**src/rtl/alu_issue_seq.sv**
```systemverilog
// Issue/writeback sequencer wrapping a combinational ALU: IDLE->EXEC->WB.
// Optional ALU_ISSUE_SATFLAG_EN flags clamp-valued writeback results.
module alu_issue_seq #(
  parameter int N  = 16,
  parameter int C  = 6,
  parameter int S  = 5,
  parameter int RA = 3
) (
  input  logic                  clk,
  input  logic                  rst_n,
  input  logic                  instr_valid,
  output logic                  instr_ready,
  input  logic [C+3*RA+S-1:0]   instr,
  input  logic [N-1:0]          instr_imm,
  input  logic                  ld_valid,
  input  logic [RA-1:0]         ld_addr,
  input  logic [N-1:0]          ld_data,
  input  logic [RA-1:0]         rd_addr,
  output logic [N-1:0]          rd_data,
  output logic [C-1:0]          alu_opcode,
  output logic [N-1:0]          alu_a,
  output logic [N-1:0]          alu_b,
  output logic [S-1:0]          alu_shift,
  input  logic [N-1:0]          alu_y,
  output logic                  done,
  output logic                  illegal,
  output logic                  sat_flag
);

  localparam int IW = C + 3*RA + S;
  localparam int D  = 1 << RA;

  typedef enum logic [1:0] {
    IDLE,
    EXEC,
    WB
  } state_e;

  function automatic logic is_imm(
    input logic [C-1:0] op
  );
    case (int'(op))
      2, 4, 6, 8, 10,
      12, 16, 18, 20: return 1'b1;
      default:        return 1'b0;
    endcase
  endfunction

  function automatic logic is_wr(
    input logic [C-1:0] op
  );
    return ((int'(op) >= 1)  &&
            (int'(op) <= 12)) ||
           ((int'(op) >= 15) &&
            (int'(op) <= 26));
  endfunction

  logic [C-1:0]  f_op;
  logic [RA-1:0] f_rd;
  logic [RA-1:0] f_ra;
  logic [RA-1:0] f_rb;
  logic [S-1:0]  f_sh;

  assign f_op = instr[IW-1 -: C];
  assign f_rd = instr[S+3*RA-1 -: RA];
  assign f_ra = instr[S+2*RA-1 -: RA];
  assign f_rb = instr[S+RA-1 -: RA];
  assign f_sh = instr[S-1:0];

  state_e        state_q, state_d;
  logic [N-1:0]  rf_q [D];
  logic [N-1:0]  rf_d [D];
  logic [C-1:0]  opc_q, opc_d;
  logic [N-1:0]  a_q, a_d;
  logic [N-1:0]  b_q, b_d;
  logic [S-1:0]  sh_q, sh_d;
  logic [RA-1:0] rd_q, rd_d;
  logic [N-1:0]  res_q, res_d;
  logic          done_q, done_d;
  logic          ill_q, ill_d;
  logic          accept;
  logic          ex_wr;
  logic          ex_nop;

  assign instr_ready = (state_q == IDLE);
  assign accept      = instr_valid && instr_ready;
  assign ex_wr       = is_wr(opc_q);
  assign ex_nop      = (opc_q == '0);

  always_comb begin
    state_d = state_q;
    opc_d   = opc_q;
    a_d     = a_q;
    b_d     = b_q;
    sh_d    = sh_q;
    rd_d    = rd_q;
    res_d   = res_q;
    done_d  = 1'b0;
    ill_d   = 1'b0;
    unique case (state_q)
      IDLE: begin
        if (accept) begin
          opc_d   = f_op;
          a_d     = rf_q[f_ra];
          b_d     = is_imm(f_op) ?
                    instr_imm :
                    rf_q[f_rb];
          sh_d    = f_sh;
          rd_d    = f_rd;
          state_d = EXEC;
        end
      end
      EXEC: begin
        res_d   = alu_y;
        done_d  = ex_wr || ex_nop;
        ill_d   = !(ex_wr || ex_nop);
        state_d = WB;
      end
      WB: begin
        state_d = IDLE;
      end
      default: begin
        state_d = IDLE;
      end
    endcase
  end

  // External load first so a same-address writeback overrides it.
  always_comb begin
    for (int i = 0; i < D; i++) begin
      rf_d[i] = rf_q[i];
    end
    if (ld_valid) begin
      rf_d[ld_addr] = ld_data;
    end
    if ((state_q == WB) && ex_wr) begin
      rf_d[rd_q] = res_q;
    end
  end

  always_ff @(posedge clk or negedge rst_n) begin
    if (!rst_n) begin
      state_q <= IDLE;
      opc_q   <= '0;
      a_q     <= '0;
      b_q     <= '0;
      sh_q    <= '0;
      rd_q    <= '0;
      res_q   <= '0;
      done_q  <= 1'b0;
      ill_q   <= 1'b0;
      for (int i = 0; i < D; i++) begin
        rf_q[i] <= '0;
      end
    end else begin
      state_q <= state_d;
      opc_q   <= opc_d;
      a_q     <= a_d;
      b_q     <= b_d;
      sh_q    <= sh_d;
      rd_q    <= rd_d;
      res_q   <= res_d;
      done_q  <= done_d;
      ill_q   <= ill_d;
      for (int i = 0; i < D; i++) begin
        rf_q[i] <= rf_d[i];
      end
    end
  end

`ifdef ALU_ISSUE_SATFLAG_EN
  logic sat_q, sat_d;

  // A NOP may carry X on alu_y; the write gate masks it.
  always_comb begin
    sat_d = 1'b0;
    if ((state_q == EXEC) && ex_wr) begin
      sat_d = (alu_y == N'('h7FFF)) ||
              (alu_y == N'('hFFFF));
    end
  end

  always_ff @(posedge clk or negedge rst_n) begin
    if (!rst_n) begin
      sat_q <= 1'b0;
    end else begin
      sat_q <= sat_d;
    end
  end

  assign sat_flag = sat_q;
`else
  assign sat_flag = 1'b0;
`endif

  assign rd_data    = rf_q[rd_addr];
  assign alu_opcode = opc_q;
  assign alu_a      = a_q;
  assign alu_b      = b_q;
  assign alu_shift  = sh_q;
  assign done       = done_q;
  assign illegal    = ill_q;

endmodule

```
**config.mk**
```make
export PLATFORM = sky130hd
export DESIGN_NAME = alu_issue_seq
export DESIGN_NICKNAME = d
export VERILOG_FILES = /design/src/rtl/alu_issue_seq.sv
export SDC_FILE = /design/constraint.sdc
export NUM_CORES = 1
export LEC_CHECK = 0
export CORE_MARGIN = 2
export CORE_UTILIZATION = 62
export DETAILED_ROUTE_END_ITERATION = 8
export PLACE_DENSITY = 0.95
export SLEW_MARGIN = 10
export SYNTH_ARGS = -nofsm -noshare
export SYNTH_HDL_FRONTEND = slang
export SYNTH_SLANG_ARGS = --single-unit
```
**constraint.sdc**
```tcl
create_clock -name clk -period 3.8 [get_ports clk]
set_input_delay 0.57 -clock clk [delete_from_list [all_inputs] [get_ports clk]]
set_output_delay 0.57 -clock clk [all_outputs]
set_load 0.02 [all_outputs]
```
After elaboration in Yosys (flattened, before gate mapping)
Memory sizes are Yosys's and may differ from the RTL's.
Cells that the tools add are included.
Widths: inputs -> output; s select.
{"block": "word_totals", "register_bits": 194, "inputBits": 78, "romBits": 32, "out_inout_bits": 63, "mem_count": 1, "word_cells": 74}
{"memory": "(name not given)", "depth": 32, "width": 1, "read_ports": 1, "rd_ports_with_merged_regs": 0, "wr": 0, "line_no": "42", "source": "case (int'(op))"}
{"block": "classes", "order_cmp": 11, "reduce_logical": 12, "n_eq_ne": 3, "muxes": 25, "bitwise": 5}
{"op": "$bwmux 128", "n": 2}
{"op": "$mux 128", "n": 2}
{"op": "$bmux 16 s3", "n": 3}
{"op": "$mux 16", "n": 9}
{"op": "$demux 16 s3", "n": 2}
{"op": "$ge 4x4->1 const B", "n": 5}
{"op": "$not 3->4", "n": 5}
{"op": "$lt 4x1->1 const B", "n": 2}
{"op": "$ge 6x1->1 const B", "n": 1}
{"op": "$ge 6x4->1 const B", "n": 1}
{"op": "$le 6x4->1 const B", "n": 1}
{"op": "$le 6x5->1 const B", "n": 1}
{"op": "$logic_and 1x1->1", "n": 6}
{"op": "$logic_not 6->1", "n": 1}
{"op": "$mux 1", "n": 5}
{"op": "$pmux 2 s2", "n": 1}
{"op": "$eq 2x1->1 const B", "n": 1}
{"op": "$eq 2x2->1 const B", "n": 1}
{"op": "$logic_not 2->1", "n": 1}
{"op": "$logic_or 1x1->1", "n": 2}
{"op": "$mux 2", "n": 1}
{"op": "$ne 2x1->1 const B", "n": 1}
{"op": "$reduce_and 2->1", "n": 1}
{"op": "$logic_not 1->1", "n": 1}

Logic depth before layout (Yosys ltp)
Gate-level depths: netlist of the first run.
{"block": "logic_depth", "depth_word": 9, "mapped_depth": 8, "depth_no_buf": 5}

Worst setup path after synthesis of the first run
No wires, ideal clock.
{"block": "synth_path", "path_type": "in2out", "startpoint": "input rd_addr[0]", "endpoint": "output rd_data[0]", "stages": 4, "t_required_ns": 3.230, "n_path_buf": 2, "arrival_ns": 2.155, "slack_ns": 1.075, "cell_sequence": "clkbuf_1 > buf_1 > mux4_2 > mux2_2"}
{"block": "synth_between", "elab_chain_len": 4}
{"element": "start: declaration", "line_no": "18", "source": "input logic [RA-1:0] rd_addr,"}
{"element": "$not 3->4 (not written as such)", "line_no": "196", "source": "assign rd_data = rf_q[rd_addr];"}
{"element": "$bmux 16 s3", "line_no": "196"}
{"element": "$mux 16 (not written as such) (2 in series)", "line_no": "196"}
{"element": "end: declaration", "line_no": "19", "source": "output logic [N-1:0] rd_data,"}
Every way passes these cells. The select of a mux whose other input is x is not followed.

Final worst setup path of the first run
{"block": "layout_path", "startpoint": "input rd_addr[1]", "endpoint": "output rd_data[7]"}
Same word-level chain as after synthesis.

==> results.py, run 1 <==
metrics = {
    "outcome": {
        "outcome": "complete, no violations",
    },
    "logic_synthesis": {
        "synth-xor-area-share": 0.0007343,
        "syn_avg_cell_area_sq_um": 14.25,
        "synth_edf_count": 0,
        "yosysWarnings": 0,
        "synth_top_family_by_area": "multiplexers",
        "synthCells": 837,
        "synth-compound-area-share": 0.01993,
        "synthFlopType": "dfrtp_1",
        "synth_nets": 915,
        "ys_seq_area_frac": 0.4070,
        "muxShareOfSynthArea": 0.4954,
        "ys_types": 37,
        "ys_ff_latch": 194,
        "synth_simple_gate_area_share": 0.04899,
        "synth-async-reset-ratio": 1.000,
        "synth_adder_area_share": 0,
        "syn_area_sq_um": 11930,
    },
    "route": {
        "wire_per_inst_um": 28.40,
        "dr.pass1.iters": 5,
        "drt_wl_total_mm": 34.37,
        "drt_iter0_drc": 1111,
        "drc": 0,
        "vias_per_cell": 7.159,
        "dr_total_vias": 8662,
        "ant_nets": 0,
    },
    "sta": {
        "worst_pin_slew_ns": 0.8081,
        "max_freq_mhz": 305.0,
        "finalCritPeriodShare": 0.8627,
        "setup_slack_ns": 0.5217,
        "fin_skew_ns": 0.009502,
        "hold_viol_final": 0,
        "setup_violations": 0,
        "drv_slew": 0,
        "fin_setup_tns_ns": 0,
        "rsz0062_at_grt": "no",
        "slew_headroom": 0.4613,
        "post-route-min-period_ns": 3.278,
    },
    "grt": {
        "use_met3": 0.1154,
        "grt-busiest-layer": "met2",
        "grt_pass1_vias": 9103,
        "grt_max_degree": 98,
        "grt_usage": 0.3492,
        "grt_pass1_wl_mm": 52.83,
        "use_met1": 0.4218,
        "grt_util_met2": 0.5587,
        "grt_overflow_total": 0,
        "antenna_found_initial": 0,
    },
    "floorplanning": {
        "pin_count": 141,
        "dieArea_sq_um": 20360,
        "die_h_um": 142.7,
        "fp-row-count": 50,
        "start_util": 0.6355,
        "core_area_sq_um": 18770,
        "die_x_um": 142.7,
    },
    "hold_path": {
        "hold_class": "primary input to async pin",
    },
    "cts": {
        "hold_buffers": 0,
        "clock_latency_ns": 0.44,
        "root_buffer": "clkbuf_16",
        "clk_pin_slew_ns": 0.07,
        "cts_tree": "done",
        "clockBufferDepth": 2,
        "cts_made_buffers": 17,
        "cts_resized": 0,
        "post_cts_buffers": 0,
        "cts.sink_count": 194,
        "cts_max_level": 4,
    },
    "placed_design": {
        "placed_area_sq_um": 13600,
        "dp_hpwl_mm": 21.79,
        "port-buffer-count": 139,
        "gp_congestion": 0.8570,
        "pre_cts_slack_ns": 0.5498,
    },
    "setup_path": {
        "cp.arrival_ns": 2.71,
        "endpoint_kind": "output pin",
        "crit_fanout": 17,
        "critPathRequiredTime_ns": 3.23,
        "crit_type": "primary input to output pin",
        "reg2reg_depth": 5,
        "start_kind": "primary input",
    },
    "power": {
        "peakVddDrop_v": 0.0003328,
        "power.total_mw": 9.625,
        "p_per_area_nw_per_um2": 677.6,
        "leakage_nw": 5.622,
    },
    "final_layout": {
        "fin_area_sq_um": 14200,
        "layout-drive-gt1-share": 0.5000,
        "diodes": 0,
        "nets": 1041,
        "syn_to_final_growth_pct": 19.08,
    },
    "flow_run": {
        "maxCapViolCount": 0,
    },
}
## layout make-up
type	count	area, sq um
Clock buffer	19	452.9
Tap cell	234	292.8
Fill cell	1035	4564
Sequential cell	194	4855
Timing Repair Buffer	173	1673
Multi-Input combinational cell	576	6780
Inverter	1	3.754
Clock inverter	13	146.4
## placed cells by master (no fill, tap or decap), types with 2 or more instances in the layout
master,instances
dfrtp_1,194
clkbuf_8,3
clkdlybuf4s50_1,135
nor3_2,2
buf_12,3
o21ai_0,16
clkbuf_16,17
mux4_2,96
clkinvlp_4,2
clkinv_2,2
buf_2,3
mux2i_1,32
mux2_2,303
nor4_4,4
buf_4,31
inv_6,5
nand2_1,61
a21oi_1,16
nor4b_4,4
clkinv_4,2
nor3b_2,2
bufinv_16,2
nor2_1,18
nand4b_1,3
nand2b_1,3
## critical path, stage by stage
cell and delay, ns:
clkdlybuf4s50_1 0.60, buf_4 0.32, mux4_2 0.35, mux2_2 0.30, clkdlybuf4s50_1 0.54
## per-stage QoR
stage,cells,hold WS [ns],util
6_report,1210,0.2020,0.7568
2_1_floorplan,837,0.2744,-
5_1_grt,1210,0.2490,0.7568
3_5_place_dp,1178,0.4645,0.7249
4_1_cts,1210,0.2391,0.7568
3_3_place_gp,1178,0.4558,0.7249
## cells in the mapped netlist (2+ instances only)
cell / n / share of area
a21oi_1: 16 / 0.0067
buf_1: 7 / 0.0022
buf_2: 8 / 0.0034
buf_4: 4 / 0.0025
buf_6: 7 / 0.0066
clkbuf_1: 40 / 0.013
dfrtp_1: 194 / 0.41
mux2_2: 303 / 0.29
mux2i_1: 32 / 0.027
mux4_2: 96 / 0.18
nand2_1: 61 / 0.019
nand2b_1: 3 / 0.0016
nand4b_1: 3 / 0.0022
nor2_1: 18 / 0.0057
nor3_2: 2 / 0.0017
nor3b_2: 2 / 0.0021
nor4_2: 3 / 0.0031
nor4b_4: 4 / 0.0080
o21ai_0: 16 / 0.0067
## metal layers
| metal | share of wire | wire, um |
|---|---|---|
| met5 | 0 | 0 |
| met3 | 0.11 | 3743 |
| met1 | 0.36 | 12290 |
| met4 | 0.047 | 1612 |
| met2 | 0.49 | 16720 |
## state kept, by name (all words and copies together) (netlist names)
signal	cells
alu_b	16
illegal	1
rf_q	128
alu_shift	5
rd_q	3
state_q	2
alu_opcode	6
done	1
alu_a	16
res_q	16
## power breakdown
group / internal, mW / switching (mW)
sequential: 2.87 / 0.969
clock: 1.02 / 0.830
combinational: 2.37 / 1.56
total: 6.26 / 3.36
## worst paths after layout
path	from	to	slack [ns]
setup / recovery	rd_addr[1]	rd_data[7]	0.52
hold / removal	rst_n	res_q[1]	0.20
setup reg to reg	alu_opcode[1]	rf_q[107]	1.31
hold reg to reg	alu_shift[0]	alu_shift[0]	0.48
max in group asynchronous	rst_n	rf_q[43]	2.56
min in group clk	alu_shift[0]	alu_shift[0]	0.48
## kinds of logic (layout without fill, tap and decap cells)
family,after synthesis,count (layout)
multiplexers,432,432
flip-flops,194,194
AND/OR/NAND/NOR,103,103
buffers and inverters,67,206
AO/OA/AOI/OAI,39,39
other,1,1
XOR/XNOR,1,1
Note: power is estimated with default switching activity, not from simulation.
==> inputs of run 2 (changes only) <==
--- a/config.mk
+++ b/config.mk
@@ -5,8 +5,9 @@
 export SDC_FILE = /design/constraint.sdc
 export NUM_CORES = 1
 export LEC_CHECK = 0
+export ABC_AREA = 1
 export CORE_MARGIN = 2
-export CORE_UTILIZATION = 62
+export CORE_UTILIZATION = 63
 export DETAILED_ROUTE_END_ITERATION = 8
 export PLACE_DENSITY = 0.95
 export SLEW_MARGIN = 10
==> run 2 against run 1 <==
- the run now ends with design-rule violations left
- cell area increased by 16%
- synthesized cell count increased to 3.0 times the previous value
- wire length increased by 56%
- largest cell class unchanged
- highest routed layer unchanged
==> results.py, run 2 <==
metrics = {
    "cts": {
        "clock_latency_ns": 0.46,
        "clockBufferDepth": 2,
        "hold_buffers": 0,
        "cts.sink_count": 194,
        "cts_made_buffers": 17,
        "cts_max_level": 4,
        "cts_resized": 0,
        "post_cts_buffers": 0,
        "clk_pin_slew_ns": 0.07,
        "root_buffer": "clkbuf_16",
        "cts_tree": "done",
    },
    "grt": {
        "grt_max_degree": 129,
        "grt_overflow_total": 0,
        "grt_pass1_wl_mm": 81.78,
        "grt_usage": 0.4223,
        "antenna_found_initial": 1,
        "grt_pass1_vias": 15390,
    },
    "final_layout": {
        "post_layout_nonfiller_instances": 2827,
        "largest_register_ffs": 128,
        "final_common_cell": "nand2_1",
        "layout-drive-gt1-share": 0.04388,
        "layout_common_cells": "1,335 x nand2_1, 299 x nand3_1, 194 x dfrtp_1, 134 x clkdlybuf4s50_1, 124 x o21ai_0",
        "syn_to_final_growth_pct": 10.64,
        "fill_cells": 1957,
        "fin_area_sq_um": 16500,
        "nets": 2572,
        "fin_util": 0.7070,
        "largest-register": "rf_q",
    },
    "route": {
        "wire_per_inst_um": 18.93,
        "dr.pass1.iters": 9,
        "vias_per_cell": 6.120,
        "drt_iter0_drc": 3027,
        "drt_wl_total_mm": 53.52,
        "ant_nets": 0,
        "dr_total_vias": 17300,
        "drc": 4,
    },
    "power": {
        "leakage_nw": 8.828,
        "peakVddDrop_v": 0.0003870,
        "p_per_area_nw_per_um2": 688.0,
    },
    "sta": {
        "fin_setup_tns_ns": 0,
        "finalCritPeriodShare": 0.9413,
        "setup_violations": 0,
        "hold_viol_final": 0,
        "slew_headroom": 0.2316,
        "hold_ws_ns": 0.1631,
        "fin_skew_ns": 0.01450,
        "drv_slew": 0,
        "post-route-min-period_ns": 3.577,
        "max_freq_mhz": 279.6,
        "worst_pin_slew_ns": 1.153,
        "rsz0062_at_grt": "no",
    },
    "logic_synthesis": {
        "synth.area.top_cells": "nand2_1 34%, dfrtp_1 33%, nand3_1 10%, o21ai_0 4.2%, inv_1 3.0%",
        "netlist_top_cells_count": "1,337 x nand2_1, 299 x nand3_1, 194 x dfrtp_1, 124 x o21ai_0, 118 x inv_1",
        "syn_area_sq_um": 14910,
        "synth_nets": 2586,
        "synth_top_area_cell": "nand2_1",
        "yosysWarnings": 0,
        "synth-async-reset-ratio": 1.000,
        "synth_most_common_cell": "nand2_1",
        "synth_top_cell_area_share": 0.3366,
        "synthFlopType": "dfrtp_1",
        "synthCells": 2508,
        "syn_avg_cell_area_sq_um": 5.945,
        "ys_ff_latch": 194,
        "ys_seq_area_frac": 0.3256,
        "synth_edf_count": 0,
        "ys_types": 28,
    },
    "setup_path": {
        "critPathRequiredTime_ns": 3.23,
        "r2r_slack_ns": 1.41,
        "reg2reg_depth": 8,
        "endpoint_kind": "output pin",
        "crit_type": "primary input to output pin",
        "cpMostUsedCell": "clkdlybuf4s50_1",
        "start_kind": "primary input",
        "critPathMaxStageDelay_ns": 0.81,
        "r2r_end": "rf_q[28]",
        "slowest_stage": "clkdlybuf4s50_1",
        "crit_fanout": 14,
        "cp.arrival_ns": 3.01,
        "r2r_start": "alu_opcode[1]",
        "path_cells": "clkdlybuf4s50_1, inv_1, a21oi_1, o21ai_0, nand3_1, o21a_1, clkdlybuf4s50_1",
    },
    "floorplanning": {
        "fp-row-count": 56,
        "dieArea_sq_um": 24910,
        "start_util": 0.6390,
        "core_area_sq_um": 23330,
        "die_h_um": 157.8,
        "die_x_um": 157.8,
        "pin_count": 141,
    },
    "outcome": {
        "outcome": "finished, violations left",
        "violations": "design-rule violations",
    },
    "flow_run": {
        "maxCapViolCount": 0,
    },
    "placed_design": {
        "placed_area_sq_um": 15870,
        "gp_congestion": 0.9906,
        "dp_hpwl_mm": 36.40,
        "port-buffer-count": 139,
        "place_inst": 2794,
    },
    "hold_path": {
        "hold_class": "primary input to async pin",
    },
}
-- run 2: cell count changes in the layout (fill, tap and decap cells not counted), moves of 9 or more --
cell / before / now
a21oi_1: 16 / 85
buf_4: 31 / 20
inv_1: 1 / 117
mux2_2: 303 / 0
mux2i_1: 32 / 0
mux4_2: 96 / 0
nand2_1: 61 / 1335
nand3_1: 0 / 299
nor2_1: 18 / 50
nor2_4: 0 / 9
o211ai_1: 0 / 33
o21ai_0: 16 / 124
o21ai_2: 0 / 14
-- run 2: how the worst max path moves through the flow --
stage,start,endpoint,slack (ns),cells past startpoint
3_5_place_dp,rd_addr[1],rd_data[13],0.30,7
2_1_floorplan,rd_addr[1],rd_data[0],1.73,7
4_1_cts,rd_addr[1],rd_data[13],0.29,7
3_3_place_gp,rd_addr[1],rd_data[13],0.38,7
6_report,rd_addr[1],rd_data[10],0.22,7
5_1_grt,rd_addr[1],rd_data[10],0.07,7
-- run 2: power by group --
group	total (mW)	switching (mW)	leakage, nW	internal [mW]
clock network	1.92	0.951	0.302	0.972
registers	4.33	1.42	2.45	2.92
logic	5.10	3.31	6.08	1.79
total	11.4	5.68	8.83	5.67
-- run 2: kinds of logic (layout without fill, tap and decap cells) --
group	Yosys count	count (layout)	share of synthesized area
AND/OR/NAND/NOR	1731	1731	0.4742
flip-flops	194	194	0.3256
other	1	2	0.0002515
AO/OA/AOI/OAI	264	264	0.09885
buffers and inverters	318	317	0.1011
-- run 2: through the flow --
stage | worst slack (ns) | power, mW
after floorplan | 1.725 | 7.230
after global placement | 0.3766 | 8.834
after global routing | 0.07138 | 11.95
final | 0.2231 | 11.35
after detailed placement | 0.2957 | 9.053
after CTS | 0.2863 | 10.99
-- run 2: area by class of cell --
class | instances | area [sq um] | area share
multi-input combinational | 1996 | 8571 | 0.5195
tap | 319 | 399.1 | 0.02419
clock buffer | 18 | 439.2 | 0.02662
inverter | 124 | 465.4 | 0.02821
sequential | 194 | 4855 | 0.2943
antenna | 1 | 2.502 | 0.0001517
clock inverter | 14 | 185.2 | 0.01122
timing repair buffer | 161 | 1580 | 0.09579
-- run 2: worst max-delay path: cells and delay by family --
| family | cells | cell delay (ns) |
|---|---|---|
| buffers and inverters | 3 | 1.88 |
| AO/OA/AOI/OAI | 3 | 0.45 |
| AND/OR/NAND/NOR | 1 | 0.11 |
-- run 2: per-layer routing --
layer	part of all wire	GRT usage	vias to the layer above
li1	-	-	7853
met1	0.36	0.5569	7774
met2	0.42	0.6137	1429
met3	0.18	0.1629	246
met4	0.043	0.1900	0
met5	0	0	-
